`src/rtl/window_watchdog_core.sv`:
```
// Windowed watchdog timing engine: closed/open service windows, fault counting,
// reset pulse and lockout. Optional window-tick prescaler enabled by WDT_PRESCALER_EN.
module window_watchdog_core #(
  parameter int TICK_DIV  = 16,
  parameter int RST_PULSE = 4
) (
  input  logic       CLK,
  input  logic       RST,
  input  logic [7:0] FWLEN,
  input  logic [7:0] SWLEN,
  input  logic [7:0] RST_LMT,
  input  logic       WDSRVC,
  input  logic       INIT,
  output logic       WDT_RST,
  output logic       FAULT,
  output logic [1:0] FLT_TYPE,
  output logic [7:0] FAULT_CNT,
  output logic [2:0] STATE,
  output logic [7:0] WIN_CNT
);

  typedef enum logic [2:0] {
    S_IDLE   = 3'd0,
    S_FIRST  = 3'd1,
    S_SECOND = 3'd2,
    S_PULSE  = 3'd3,
    S_LOCKED = 3'd4
  } state_e;

  localparam logic [1:0] FT_EARLY   = 2'b01;
  localparam logic [1:0] FT_TIMEOUT = 2'b10;

  localparam int            PW         = (RST_PULSE > 1) ? $clog2(RST_PULSE) : 1;
  localparam logic [PW-1:0] PULSE_LAST = PW'(RST_PULSE - 1);

  if (RST_PULSE < 1) begin : g_bad_rst_pulse
    $error("window_watchdog_core: RST_PULSE must be >= 1");
  end
  if (TICK_DIV < 2) begin : g_bad_tick_div
    $error("window_watchdog_core: TICK_DIV must be >= 2");
  end

  state_e        state_q, state_d;
  logic [7:0]    win_cnt_q, win_cnt_d;
  logic [7:0]    fault_cnt_q, fault_cnt_d;
  logic [1:0]    flt_type_q, flt_type_d;
  logic          fault_q, fault_d;
  logic          wdt_rst_q, wdt_rst_d;
  logic          wdsrvc_q, wdsrvc_d;
  logic [PW-1:0] pulse_cnt_q, pulse_cnt_d;

  logic       srv;
  logic       tick;
  logic       do_fault;
  logic [1:0] fault_kind;
  logic [7:0] win_next;
  logic [7:0] cnt_inc;

  assign wdsrvc_d = WDSRVC;
  assign srv      = WDSRVC & ~wdsrvc_q;
  assign win_next = win_cnt_q + 8'd1;
  assign cnt_inc  = (fault_cnt_q == 8'hFF) ? 8'hFF : fault_cnt_q + 8'd1;

`ifdef WDT_PRESCALER_EN
  localparam int            DW       = $clog2(TICK_DIV);
  localparam logic [DW-1:0] DIV_LAST = DW'(TICK_DIV - 1);

  logic [DW-1:0] presc_q, presc_d;
  logic          window_entry;

  assign tick = (presc_q == DIV_LAST);

  // Restarting the prescaler on every window entry makes a window exactly len * TICK_DIV cycles.
  always_comb begin
    window_entry = (state_d != state_q) && ((state_d == S_FIRST) || (state_d == S_SECOND));
    presc_d      = '0;
    if (!window_entry && ((state_q == S_FIRST) || (state_q == S_SECOND))) begin
      presc_d = tick ? '0 : presc_q + DW'(1);
    end
  end

  always_ff @(posedge CLK) begin
    if (RST) begin
      presc_q <= '0;
    end else begin
      presc_q <= presc_d;
    end
  end
`else
  assign tick = 1'b1;
`endif

  always_comb begin
    state_d     = state_q;
    win_cnt_d   = win_cnt_q;
    fault_cnt_d = fault_cnt_q;
    flt_type_d  = flt_type_q;
    fault_d     = 1'b0;
    wdt_rst_d   = wdt_rst_q;
    pulse_cnt_d = pulse_cnt_q;
    do_fault    = 1'b0;
    fault_kind  = 2'b00;

    case (state_q)
      S_IDLE: begin
        win_cnt_d = '0;
        wdt_rst_d = 1'b0;
        if (INIT) begin
          state_d = S_FIRST;
        end
      end

      S_FIRST: begin
        if (!INIT) begin
          state_d   = S_IDLE;
          win_cnt_d = '0;
        end else if (srv) begin
          do_fault   = 1'b1;
          fault_kind = FT_EARLY;
        end else if (FWLEN == 8'd0) begin
          state_d   = S_SECOND;
          win_cnt_d = '0;
        end else if (tick) begin
          if (win_next == FWLEN) begin
            state_d   = S_SECOND;
            win_cnt_d = '0;
          end else begin
            win_cnt_d = win_next;
          end
        end
      end

      S_SECOND: begin
        // Service is checked before expiry so a service on the last tick still counts.
        if (!INIT) begin
          state_d   = S_IDLE;
          win_cnt_d = '0;
        end else if (srv) begin
          state_d   = S_FIRST;
          win_cnt_d = '0;
        end else if (SWLEN == 8'd0) begin
          do_fault   = 1'b1;
          fault_kind = FT_TIMEOUT;
        end else if (tick) begin
          if (win_next == SWLEN) begin
            do_fault   = 1'b1;
            fault_kind = FT_TIMEOUT;
          end else begin
            win_cnt_d = win_next;
          end
        end
      end

      S_PULSE: begin
        if (pulse_cnt_q == PULSE_LAST) begin
          state_d   = INIT ? S_FIRST : S_IDLE;
          wdt_rst_d = 1'b0;
          win_cnt_d = '0;
        end else begin
          pulse_cnt_d = pulse_cnt_q + PW'(1);
        end
      end

      S_LOCKED: begin
        wdt_rst_d = 1'b1;
      end

      default: begin
        state_d   = S_IDLE;
        wdt_rst_d = 1'b0;
        win_cnt_d = '0;
      end
    endcase

    if (do_fault) begin
      fault_d     = 1'b1;
      flt_type_d  = fault_kind;
      fault_cnt_d = cnt_inc;
      win_cnt_d   = '0;
      pulse_cnt_d = '0;
      wdt_rst_d   = 1'b1;
      if ((RST_LMT != 8'd0) && (cnt_inc >= RST_LMT)) begin
        state_d = S_LOCKED;
      end else begin
        state_d = S_PULSE;
      end
    end
  end

  always_ff @(posedge CLK) begin
    if (RST) begin
      state_q     <= S_IDLE;
      win_cnt_q   <= '0;
      fault_cnt_q <= '0;
      flt_type_q  <= 2'b00;
      fault_q     <= 1'b0;
      wdt_rst_q   <= 1'b0;
      wdsrvc_q    <= 1'b0;
      pulse_cnt_q <= '0;
    end else begin
      state_q     <= state_d;
      win_cnt_q   <= win_cnt_d;
      fault_cnt_q <= fault_cnt_d;
      flt_type_q  <= flt_type_d;
      fault_q     <= fault_d;
      wdt_rst_q   <= wdt_rst_d;
      wdsrvc_q    <= wdsrvc_d;
      pulse_cnt_q <= pulse_cnt_d;
    end
  end

  assign STATE     = state_q;
  assign WIN_CNT   = win_cnt_q;
  assign FAULT_CNT = fault_cnt_q;
  assign FLT_TYPE  = flt_type_q;
  assign FAULT     = fault_q;
  assign WDT_RST   = wdt_rst_q;

endmodule
```
`config.mk`:
```
export PLATFORM = sky130hd
export DESIGN_NAME = window_watchdog_core
export DESIGN_NICKNAME = d
export VERILOG_FILES = /design/src/rtl/window_watchdog_core.sv
export SDC_FILE = /design/constraint.sdc
export NUM_CORES = 1
export LEC_CHECK = 0
export ABC_AREA = 1
export CORE_UTILIZATION = 40
export CTS_CLUSTER_SIZE = 30
export DETAILED_ROUTE_END_ITERATION = 10
export DONT_BUFFER_PORTS = 1
export PLACE_DENSITY_LB_ADDON = 0.15
export REMOVE_ABC_BUFFERS = 1
export SKIP_LAST_GASP = 1
export SLEW_MARGIN = 20
export SYNTH_ARGS = -nofsm -noshare
export SYNTH_HDL_FRONTEND = slang
export SYNTH_SLANG_ARGS = --single-unit
```
`constraint.sdc`:
```
create_clock -name CLK -period 6.6 [get_ports CLK]
set_input_delay 1.98 -clock CLK [delete_from_list [all_inputs] [get_ports CLK]]
set_output_delay 1.98 -clock CLK [all_outputs]
set_load 0.02 [all_outputs]
```
==> results of run 1 <==
==> worst reg2reg max path, stage by stage, from the launching register on <==
cell and delay [ps]:
dfxtp_1 490, ha_1 220, nand2_1 70, nor2_1 110
inv_1 60, nor2_1 110, nand2_1 110, nor2_1 220
inv_1 140, o21ai_0 160, ha_1 310, nand2_1 70
nor2_1 50, nand4_1 90, o2111ai_1 130, o41ai_1 140
nand2_1 140, nand2_1 80, nand2_1 50, a21oi_1 120
==> power groups by stage <==
| stage | sequential (mW) | clock (mW) | combinational (mW) |
|---|---|---|---|
| final | 0.205 | 0.137 | 0.139 |
| after detailed placement | 0.209 | 0 | 0.138 |
| after CTS | 0.205 | 0.139 | 0.139 |
| after global routing | 0.208 | 0.145 | 0.159 |
| after floorplan | 0.203 | 0 | 0.114 |
| after global placement | 0.209 | 0 | 0.137 |
==> cell type report <==
class	instances	area (sq um)
tap	67	83.8
clock buffer	3	41.3
fill	532	2660
inverter	60	229
multi-input combinational	235	1280
clock inverter	1	30.0
sequential	26	520
==> path summary, 6_finish.rpt <==
check	to	slack, ps
setup / recovery	STATE[0]$_SDFFE_PP0P_	3550
hold / removal	pulse_cnt_q[0]$_SDFFE_PP0P_	510
setup reg to reg	STATE[0]$_SDFFE_PP0P_	3680
hold reg to reg	pulse_cnt_q[0]$_SDFFE_PP0P_	510
==> cells by family (layout without fill, tap and decap cells) <==
kind of cell / count (synthesis) / count (layout)
and+or+nand+nor: 177 / 177
buffers and inverters: 63 / 64
AOI/OAI and AO/OA: 42 / 42
xor gates and xnor gates: 4 / 4
muxes: 1 / 1
DFF: 26 / 26
adders and majority gates: 11 / 11
==> per-layer routing <==
layer	vias to the layer above	part of all wire [%]	track usage, %
li1	1042	-	-
met1	832	51	26.1
met2	42	43	30.5
met3	5	5.7	5.08
met4	0	0.51	2.78
met5	-	0	0
==> metrics by stage <==
| step | cells | setup WS [ps] | hold WS [ps] | power [mW] |
|---|---|---|---|---|
| after global routing | 392 | 3350 | 559 | 0.512 |
| after floorplan | 321 | 3480 | 469 | 0.317 |
| after global placement | 388 | 3270 | 483 | 0.346 |
| after CTS | 392 | 3570 | 516 | 0.483 |
| final | 392 | 3550 | 513 | 0.480 |
| after detailed placement | 388 | 3260 | 488 | 0.346 |
==> synthesized netlist by cell type <==
cell type	number	area [sq um]
a21oi_1	12	60.1
a21oi_2	8	70.1
a311oi_1	1	8.76
and3_1	1	6.26
buf_2	1	5.00
buf_8	1	15.0
clkbuf_2	1	5.00
clkinv_2	1	5.00
dfxtp_1	26	521
ha_1	11	138
inv_1	56	210
inv_2	2	7.51
inv_4	1	6.26
mux2i_1	1	10.0
nand2_1	91	342
nand2_2	5	31.3
nand3_1	25	125
nand3_2	1	10.0
nand3_4	3	52.6
nand4_1	6	37.5
nor2_1	25	93.8
nor2_2	4	25.0
nor2_4	3	33.8
nor3_1	5	25.0
nor4_1	4	25.0
o2111ai_1	1	8.76
o21a_1	1	7.51
o21ai_0	15	75.1
o21ai_2	1	8.76
o21bai_1	1	7.51
o22ai_2	1	12.5
o41ai_1	1	8.76
or2_2	4	25.0
xnor2_1	4	35.0
==> flip-flops by register name, summed over array words and instances (netlist names) <==
register and count:
FAULT_CNT 8, WIN_CNT 8, STATE 3, FLT_TYPE 2, pulse_cnt_q 2, FAULT 1
WDT_RST 1, wdsrvc_q 1
==> results.txt, run 1 <==
I/O Buffers - 0
Hold Crit Class - register to register
Xor/xnor cell area share of the yosys netlist - 1.70%
DRC viols - 0
Total Wirelength - 4870 microns
FF+latch count, synth - 26
Clock tree buffer depth - 2
IO Pins - 51
Critical path launch point - RST_LMT[7]
Core ar. - 4850 sq um
CTS root buffer - clkbuf_8
Die outline area - 5430 sq um
Initial Util - 42.4%
Rel. slew slack - 61.7%
HP Start - pulse_cnt_q[0]$_SDFFE_PP0P_
Sequential area share after synthesis - 25.3%
Part of the power in combinational logic - 28.9%
Syn. warnings - 0
Setup TNS - 0 ps
Latest clock arrival within the worst-skew pair - 280 ps
Switching Share - 36.4%
Wire per inst - 12.4 microns
Reg power frac - 42.7%
Worst reg2reg path depth - 19
# nets final - 365
CP required - 6770 ps
Final Setup Violations - 0
Worst setup SP type - input port
Via density - 4.90
Synth Area in Compound Gates - 13.0%
Worst Max-Slew Pin Slew - 568 ps
DP Wirelength - 3900 microns
Post-synthesis instance area - 2060 sq um
CP dominant cell by count - nand2_1
Syn avg cell area - 6.35 sq um
H-tree levels - 1
Worst path depth - 11
Largest net degree at the start of global routing - 17
Psw - 175 uW
Max Cap Viol - 0
Internal power - 305 uW
Status - finished, final reports clean
Hold path depth - 2
Area delta synth->final - 6.33%
Worst R2R Start - FAULT_CNT[1]$_SDFFE_PP0P_
Via count - 1,921
Slowest stage cell, crit path - ha_1
Initial antenna violation count - 0
Worst vdd ir - 0.000178 V
Mux contribution to synthesized area - 0.487%
Post-CTS setup buffer count - 0
Worst path bufs/invs - 1
Post-synthesis cell count - 324
Final Skew - 6.03 ps
F_max - 328 MHz
CP delay by family, top - simple AND/OR/NAND/NOR gates
Commonest non-fill, non-tap cells in the layout - nand2_1 (91), inv_1 (56), dfxtp_1 (26)
Worst Setup Path Type - input port to register
Min cycle time layout - 3050 ps
CTS resizes - 0
Static leakage - 1.02 nW
RSZ-0062 raised after global routing - false
Antenna Cells - 0
Placed cell area - 2120 sq um
TritonCTS clock tree - done
Vias in the first global route - 1,758
Critical path arrival - 3220 ps
CP max FO - 2
Clock share of power - 28.4%
Pwr dens - 220 nW/um^2
Clock-pin slew on the worst setup and hold paths - 100 ps
First-pass GRT wire length - 8060 microns
Largest family of logic cells by synthesized area - simple AND/OR/NAND/NOR gates
CP Cell Sequence - inv_1 > ha_1 > nand2_1 > nor2_1 > nand4_1 > o2111ai_1 > o41ai_1 > nand2_1 > nand2_1 > nand2_1 > a21oi_1
Critical Path End Type - register
CP max stage delay - 290 ps
Distinct cells, synth - 34
Die H - 73.7 microns
Gpl congestion - 0.821
Die width - 73.7 microns
Post-synthesis simple-gate area fraction - 40.5%
GRT Resource Usage Total - 19.1%
Ratio of final minimum period to clock period - 46.2%
Final Slew Violations - 0
DR iter-0 viols - 85
Adder-cell share of the synthesized area - 6.69%
Placement row count - 25
Drt first pass iters - 4
CTS Buf Count - 3
Hold Buf Count CTS - 0
GRT overflow - 0
Final instance area - 2190 sq um
Layout cell share with drive strength beyond 1 - 11.7%
Final Util - 45.1%
Commonest non-fill, non-tap cell in the layout - nand2_1
ANT nets after route - 0
Final Hold Viols - 0
Total clock sinks - 26
No activity file was read; power rests on OpenSTA's default activity.
==> inputs of run 2 (changes only) <==
==> constraint.sdc (replaced) <==
create_clock -name CLK -period 2.6 [get_ports CLK]
set_input_delay 0.78 -clock CLK [delete_from_list [all_inputs] [get_ports CLK]]
set_output_delay 0.78 -clock CLK [all_outputs]
set_load 0.02 [all_outputs]
==> results.txt, run 2 (same netlist as run 1, synthesis figures left out) <==
TritonCTS clock tree - done
Worst Max-Slew Pin Slew - 415 ps (-153 ps)
DR iter-0 viols - 105 (+24%)
Area delta synth->final - 14.2%
Static leakage - 1.10 nW (+8.5%)
Vias in the first global route - 1,752 (-0.34%)
DRC viols - 0 (unchanged)
Worst vdd ir - 0.000396 V (+120%)
Critical path arrival - 2660 ps (-560 ps)
Hold Crit Class - register to register
Total clock sinks - 26 (unchanged)
GRT Resource Usage Total - 18.6% (-0.50 points)
CP Cell Sequence - ha_1 > nand2_1 > nor2_1 > inv_1 > nor2_1 > nand2_1 > nor2_2 > buf_4 > or2_2 > ha_4 > a21oi_2 > o21ai_0 > nand2_1 > o2111ai_1 > o41ai_2 > nand2_1 > and3_1
Worst R2R Setup Slack - 120 ps (-3560 ps)
Layout cell share with drive strength beyond 1 - 18.8% (+7.1 points)
Drt first pass iters - 4 (unchanged)
ANT nets after route - 0 (unchanged)
Commonest non-fill, non-tap cells in the layout - nand2_1 (91), inv_1 (55), nand3_1 (25)
F_max - 403 MHz
Final Setup Violations - 0 (unchanged)
Fillers - 507 (-4.7%)
Worst path bufs/invs - 2 (+1)
Worst Setup Path Type - register to register
# nets final - 381 (+4.4%)
H-tree levels - 1 (unchanged)
Inst Count DP - 402 (+3.6%)
Final instance area - 2350 sq um (+7.4%)
Worst path depth - 17 (+6)
Placed cell area - 2220 sq um (+5.0%)
Via count - 1,994 (+3.8%)
Die H - 73.7 microns (unchanged)
Status - finished, final reports clean
Hold path depth - 2 (unchanged)
Antenna Cells - 0 (unchanged)
CTS root buffer - clkbuf_8
CP max FO - 3 (+1)
Die width - 73.7 microns (unchanged)
Commonest non-fill, non-tap cell in the layout - nand2_1
Final Hold Viols - 0 (unchanged)
Core ar. - 4850 sq um (unchanged)
Clock tree buffer depth - 2 (unchanged)
Rel. slew slack - 72.1% (+10 points)
Initial Util - 42.4% (unchanged)
Largest net degree at the start of global routing - 17 (unchanged)
Die outline area - 5430 sq um (unchanged)
Wire per inst - 12.0 microns (-3.7%)
CP required - 2780 ps (-3990 ps)
CP delay by family, top - simple AND/OR/NAND/NOR gates
CTS Buf Count - 3 (unchanged)
Min cycle time layout - 2480 ps
Slowest stage cell, crit path - dfxtp_2
I/O Buffers - 0 (unchanged)
GRT overflow - 0 (unchanged)
Worst setup SP type - register
Worst reg2reg path depth - 17 (-2)
Count of non-filler cells in the finished layout - 408 (+4.1%)
CP max stage delay - 340 ps (+50 ps)
Gpl congestion - 0.799 (-2.7%)
Pwr dens - 518 nW/um^2 (+140%)
DP Wirelength - 3950 microns (+1.1%)
Latest clock arrival within the worst-skew pair - 270 ps (about the same)
Final Slew Violations - 0 (unchanged)
First-pass GRT wire length - 7800 microns (-3.2%)
Final Skew - 11.2 ps (+5.20 ps)
Critical Path End Type - register
Via density - 4.89 (-0.27%)
Final Util - 48.4% (+3.3 points)
Hold_ws - 503 ps (-10.4 ps)
Clock-pin slew on the worst setup and hold paths - 90 ps (about the same)
Total Wirelength - 4880 microns (+0.18%)
Ratio of final minimum period to clock period - 95.4%
IO Pins - 51 (unchanged)
Placement row count - 25 (unchanged)
CP dominant cell by count - nand2_1
Max Cap Viol - 0 (unchanged)
Initial antenna violation count - 0 (unchanged)
## run 2: changes by cell type in the layout (fill, tap and decap cells not counted), moves of 2 or more
cell	delta
buf_4	+16
dfxtp_1	-2
dfxtp_2	+2
nor2_1	-2
nor2_2	+2
nor3_1	-2
nor3_2	+2
## run 2: what timing repair did
item,4_1_cts,5_1_grt
endpoints found under the hold margin,0,0
pin swaps,0,2
hold buffers,0,0
endpoints found under the setup margin,1,3
buffers inserted,0,2
gates resized for setup,1,10
cloned,0,0
## run 2: path summary, 6_finish.rpt
kind | startpoint | end
setup / recovery | FAULT_CNT[0]$_SDFFE_PP0P_ | STATE[2]$_SDFFE_PP0P_
hold / removal | pulse_cnt_q[0]$_SDFFE_PP0P_ | pulse_cnt_q[0]$_SDFFE_PP0P_
setup reg to reg | FAULT_CNT[0]$_SDFFE_PP0P_ | STATE[2]$_SDFFE_PP0P_
hold reg to reg | pulse_cnt_q[0]$_SDFFE_PP0P_ | pulse_cnt_q[0]$_SDFFE_PP0P_
## run 2: final cells by class
type | instances | area, sq um | area share [%]
Clock buffer | 3 | 41.3 | 1.76
Clock inverter | 1 | 30.0 | 1.28
Inverter | 60 | 229 | 9.75
Multi-Input combinational cell | 235 | 1320 | 56.3
Sequential cell | 26 | 523 | 22.3
Tap cell | 67 | 83.8 | 3.57
Timing Repair Buffer | 16 | 120 | 5.11
## run 2: per-stage QoR
stage          worst slack, ps  setup TNS (ps)  power, mW
2_1_floorplan              175               0      0.804
3_3_place_gp              32.6               0      0.889
3_5_place_dp              31.7               0      0.888
4_1_cts                   39.6               0       1.23
5_1_grt                  -21.2           -38.7       1.30
6_report                   119               0       1.22
## run 2: routing by layer
| metal | global-route usage (%) | vias to the layer above | part of all wire, % |
|---|---|---|---|
| met1 | 23.8 | 874 | 48 |
| met4 | 3.21 | 0 | 0.20 |
| met2 | 31.3 | 45 | 46 |
| met3 | 5.08 | 2 | 6.6 |
| li1 | - | 1073 | - |
| met5 | 0 | - | 0 |
## run 2: worst register-to-register path: cells and delay by family (launching register included)
kind / cells / cell delay (ps)
fa+ha+maj: 2 / 430
simple gates: 9 / 1010
compound gates: 4 / 430
flops: 1 / 340
buf+inv: 2 / 190
## run 2: power breakdown
| group | switching (mW) | internal, mW | leakage [nW] |
|---|---|---|---|
| Sequential | 0.0654 | 0.433 | 0.212 |
| Clock | 0.125 | 0.206 | 0.0357 |
| Combinational | 0.238 | 0.147 | 0.856 |
| Total | 0.429 | 0.787 | 1.10 |
==> inputs of run 3 (changes only) <==
--- a/config.mk
+++ b/config.mk
@@ -5,7 +5,6 @@
 export SDC_FILE = /design/constraint.sdc
 export NUM_CORES = 1
 export LEC_CHECK = 0
-export ABC_AREA = 1
 export CORE_UTILIZATION = 40
 export CTS_CLUSTER_SIZE = 30
 export DETAILED_ROUTE_END_ITERATION = 10
==> results.txt, run 3 <==
CP delay by family, top - simple AND/OR/NAND/NOR gates
Max Cap Viol - 0 (unchanged)
Core ar. - 5170 sq um (+6.7%)
Post-synthesis cell type with the largest combined area - dfxtp_1
Final setup margin - 138 ps (+18.2 ps)
Worst path bufs/invs - 0 (-2)
Worst R2R Start - FAULT_CNT[0]$_SDFFE_PP0P_
Slowest stage cell, crit path - dfxtp_2
Part of the power in combinational logic - 18.3% (-13 points)
Post-synthesis instance area - 2180 sq um (+6.2%)
Hold path endpoint - pulse_cnt_q[1]$_SDFFE_PP0P_
Xor/xnor cell area share of the yosys netlist - 10.7% (+9.0 points)
Worst slack, placed - 19.4 ps (-12.3 ps)
EDFF count, synth - 0 (unchanged)
Layout cell share with drive strength beyond 1 - 23.8% (+5.0 points)
Rel. slew slack - 64.9% (-7.2 points)
R2r endpoint - STATE[1]$_SDFFE_PP0P_
Gpl congestion - 0.803 (+0.49%)
Share of the synthesized area in the top cell type - 23.8% (-1.5 points)
IO Pins - 51 (unchanged)
Largest net degree at the start of global routing - 20 (+3)
Initial antenna violation count - 0 (unchanged)
Static leakage - 1.03 nW (-7.0%)
Final Skew - 6.41 ps (-4.83 ps)
Syn. warnings - 0 (unchanged)
CP Cell Sequence - ha_2 > and3_4 > and3_1 > nand3_1 > and2_1 > ha_1 > nand2b_1 > a21o_1 > a21o_1 > a21oi_2 > o21ai_2 > o2111ai_4 > nor3b_2
Wire per inst - 15.3 microns (+28%)
Worst R2R Setup Slack - 140 ps (+20 ps)
ANT nets after route - 0 (unchanged)
CTS root buffer - clkbuf_8
Worst vdd ir - 0.000182 V (-54%)
Antenna Cells - 0 (unchanged)
CP max stage delay - 340 ps (about the same)
Commonest non-fill, non-tap cell in the layout - buf_4
Pwr dens - 338 nW/um^2 (-35%)
Most frequent cells after synthesis - nand2_1 (28), dfxtp_1 (26), nor2_1 (21)
GRT Resource Usage Total - 18.7% (+0.11 points)
Post-synthesis cell count - 259 (-20%)
Worst setup SP type - register
Commonest non-fill, non-tap cells in the layout - buf_4 (29), nand2_1 (28), dfxtp_1 (24)
Ratio of final minimum period to clock period - 94.7% (-0.70 points)
Post-CTS setup buffer count - 0 (unchanged)
Critical path arrival - 2670 ps (about the same)
Latest clock arrival within the worst-skew pair - 270 ps (about the same)
Total Wirelength - 5400 microns (+11%)
F_max - 406 MHz (+0.74%)
Mux contribution to synthesized area - 2.81% (+2.3 points)
Leading register cell type out of synthesis - dfxtp_1
Final Hold Viols - 0 (unchanged)
Placement row count - 26 (+4.0%)
DP Wirelength - 4360 microns (+10%)
Area delta synth->final - 13.9%
Adder-cell share of the synthesized area - 6.30% (-0.39 points)
Reg power frac - 49.3% (+8.3 points)
Clock-pin slew on the worst setup and hold paths - 100 ps (about the same)
GRT overflow - 0 (unchanged)
Synth Area in Compound Gates - 20.6% (+7.6 points)
Clock share of power - 32.4% (+5.1 points)
Final Setup Violations - 0 (unchanged)
Largest family of logic cells by synthesized area - simple AND/OR/NAND/NOR gates
Largest cells by area after synthesis - dfxtp_1 (24%), xnor2_1 (6.8%), ha_1 (6.3%)
Hold Crit Class - register to register
Post-synthesis simple-gate area fraction - 29.2% (-11 points)
Async set-reset flop share out of synthesis - 0% (unchanged)
# nets final - 322 (-15%)
Syn avg cell area - 8.43 sq um (+33%)
CP dominant cell by count - a21o_1
CP max FO - 3 (unchanged)
Die H - 75.9 microns (+3.0%)
Worst Max-Slew Pin Slew - 526 ps (+111 ps)
CTS Buf Count - 3 (unchanged)
H-tree levels - 1 (unchanged)
Die outline area - 5760 sq um (+6.0%)
Drt first pass iters - 4 (unchanged)
Via density - 5.48 (+12%)
Vias in the first global route - 1,878 (+7.2%)
Setup TNS - 0 ps (unchanged)
Internal power - 614 uW (-22%)
Worst Setup Path Type - register to register
HP Start - pulse_cnt_q[1]$_SDFFE_PP0P_
I/O Buffers - 0 (unchanged)
First-pass GRT wire length - 8780 microns (+13%)
Status - finished, final reports clean
RSZ-0062 raised after global routing - true
Switching Share - 26.9% (-8.4 points)
Sequential area share after synthesis - 23.8% (-1.5 points)
DRC viols - 0 (unchanged)
Final Slew Violations - 0 (unchanged)
TritonCTS clock tree - done
Hold path depth - 2 (unchanged)
Critical Path End Type - register
Total clock sinks - 26 (unchanged)
Initial Util - 42.2% (-0.19 points)
Die width - 75.9 microns (+3.0%)
Via count - 1,929 (-3.3%)
FF+latch count, synth - 26 (unchanged)
Clock tree buffer depth - 2 (unchanged)
Worst reg2reg path depth - 13 (-4)
CP required - 2810 ps (+30 ps)
Psw - 226 uW (-47%)
Most frequent cell after synthesis - nand2_1
DR iter-0 viols - 88 (-16%)
Min cycle time layout - 2460 ps (-18.2 ps)
Distinct cells, synth - 63 (+85%)
run 3: cell types whose count changed in the layout (fill, tap and decap cells not counted), sizes merged, moves of 6 or more:
cell	change
nand2	-68
inv	-47
nand3	-16
buf	+14
xnor2	+13
nor2	-9
o21ai	-9
nand2b	+7
xor2	+7
a21oi	-6
and2	+6
nor4	+6
run 3: cell type report:
| class | instances | area (sq um) |
|---|---|---|
| fill | 525 | 2690 |
| multi-input combinational | 210 | 1550 |
| sequential | 26 | 523 |
| timing repair buffer | 30 | 229 |
| tap | 70 | 87.6 |
| clock buffer | 4 | 55.1 |
| inverter | 12 | 45.0 |
run 3: worst max path at each step:
stage                         startpoint                    end  slack, ps  cells past startpoint
2_1_floorplan  FAULT_CNT[0]$_SDFFE_PP0P_  STATE[1]$_SDFFE_PP0P_       -470                     13
3_3_place_gp   FAULT_CNT[0]$_SDFFE_PP0P_  STATE[1]$_SDFFE_PP0P_         30                     13
3_5_place_dp   FAULT_CNT[0]$_SDFFE_PP0P_  STATE[1]$_SDFFE_PP0P_         20                     13
4_1_cts        FAULT_CNT[0]$_SDFFE_PP0P_  STATE[1]$_SDFFE_PP0P_         30                     13
5_1_grt        FAULT_CNT[0]$_SDFFE_PP0P_  STATE[1]$_SDFFE_PP0P_        -10                     13
6_report       FAULT_CNT[0]$_SDFFE_PP0P_  STATE[1]$_SDFFE_PP0P_        140                     13
run 3: power by group through the flow:
stage               logic [mW]  clock network, mW  registers, mW
detailed placement       0.150                  0          0.423
CTS                      0.151              0.276          0.414
global route             0.169              0.294          0.415
floorplan               0.0985                  0          0.437
finish                   0.153              0.272          0.414
global placement         0.149                  0          0.423
run 3: through the flow:
| stage | util, % | std cells | hold WS, ps | instance area [sq um] | total power [mW] |
|---|---|---|---|---|---|
| global placement | 46.4 | 348 | 481 | 2400 | 0.572 |
| floorplan | - | 248 | 465 | 2090 | 0.535 |
| CTS | 47.4 | 352 | 514 | 2450 | 0.841 |
| detailed placement | 46.4 | 348 | 492 | 2400 | 0.573 |
| global route | 48.1 | 352 | 542 | 2490 | 0.879 |
| finish | 48.1 | 352 | 508 | 2490 | 0.840 |
run 3: timing repair:
action	in CTS	in global routing
hold buffers	0	0
pin swaps	0	2
endpoints found under the setup margin	1	4
resized for setup	1	9
run 3: cell families after synthesis:
group | Yosys count
multiplexers | 6
flip-flops | 26
XOR/XNOR | 25
buffers and inverters | 23
AND/OR/NAND/NOR | 114
adder cells (fa/ha/maj) | 11
AO/OA/AOI/OAI | 54
run 3: worst reg2reg max path: cells and delay by family (launching register included):
family	cells	cell delay, ps
simple gates	6	980
flops	1	340
compound gates	5	650
fa+ha+maj	2	430
run 3: per-layer routing:
metal / part of all wire [%] / routed length, microns / vias to the layer above / track usage, %
li1: - / - / 982 / -
met1: 44 / 2400 / 883 / 23.1
met2: 48 / 2610 / 57 / 32.9
met3: 5.9 / 320 / 7 / 3.37
met4: 1.2 / 63 / 0 / 5.38
met5: 0 / 0 / - / 0
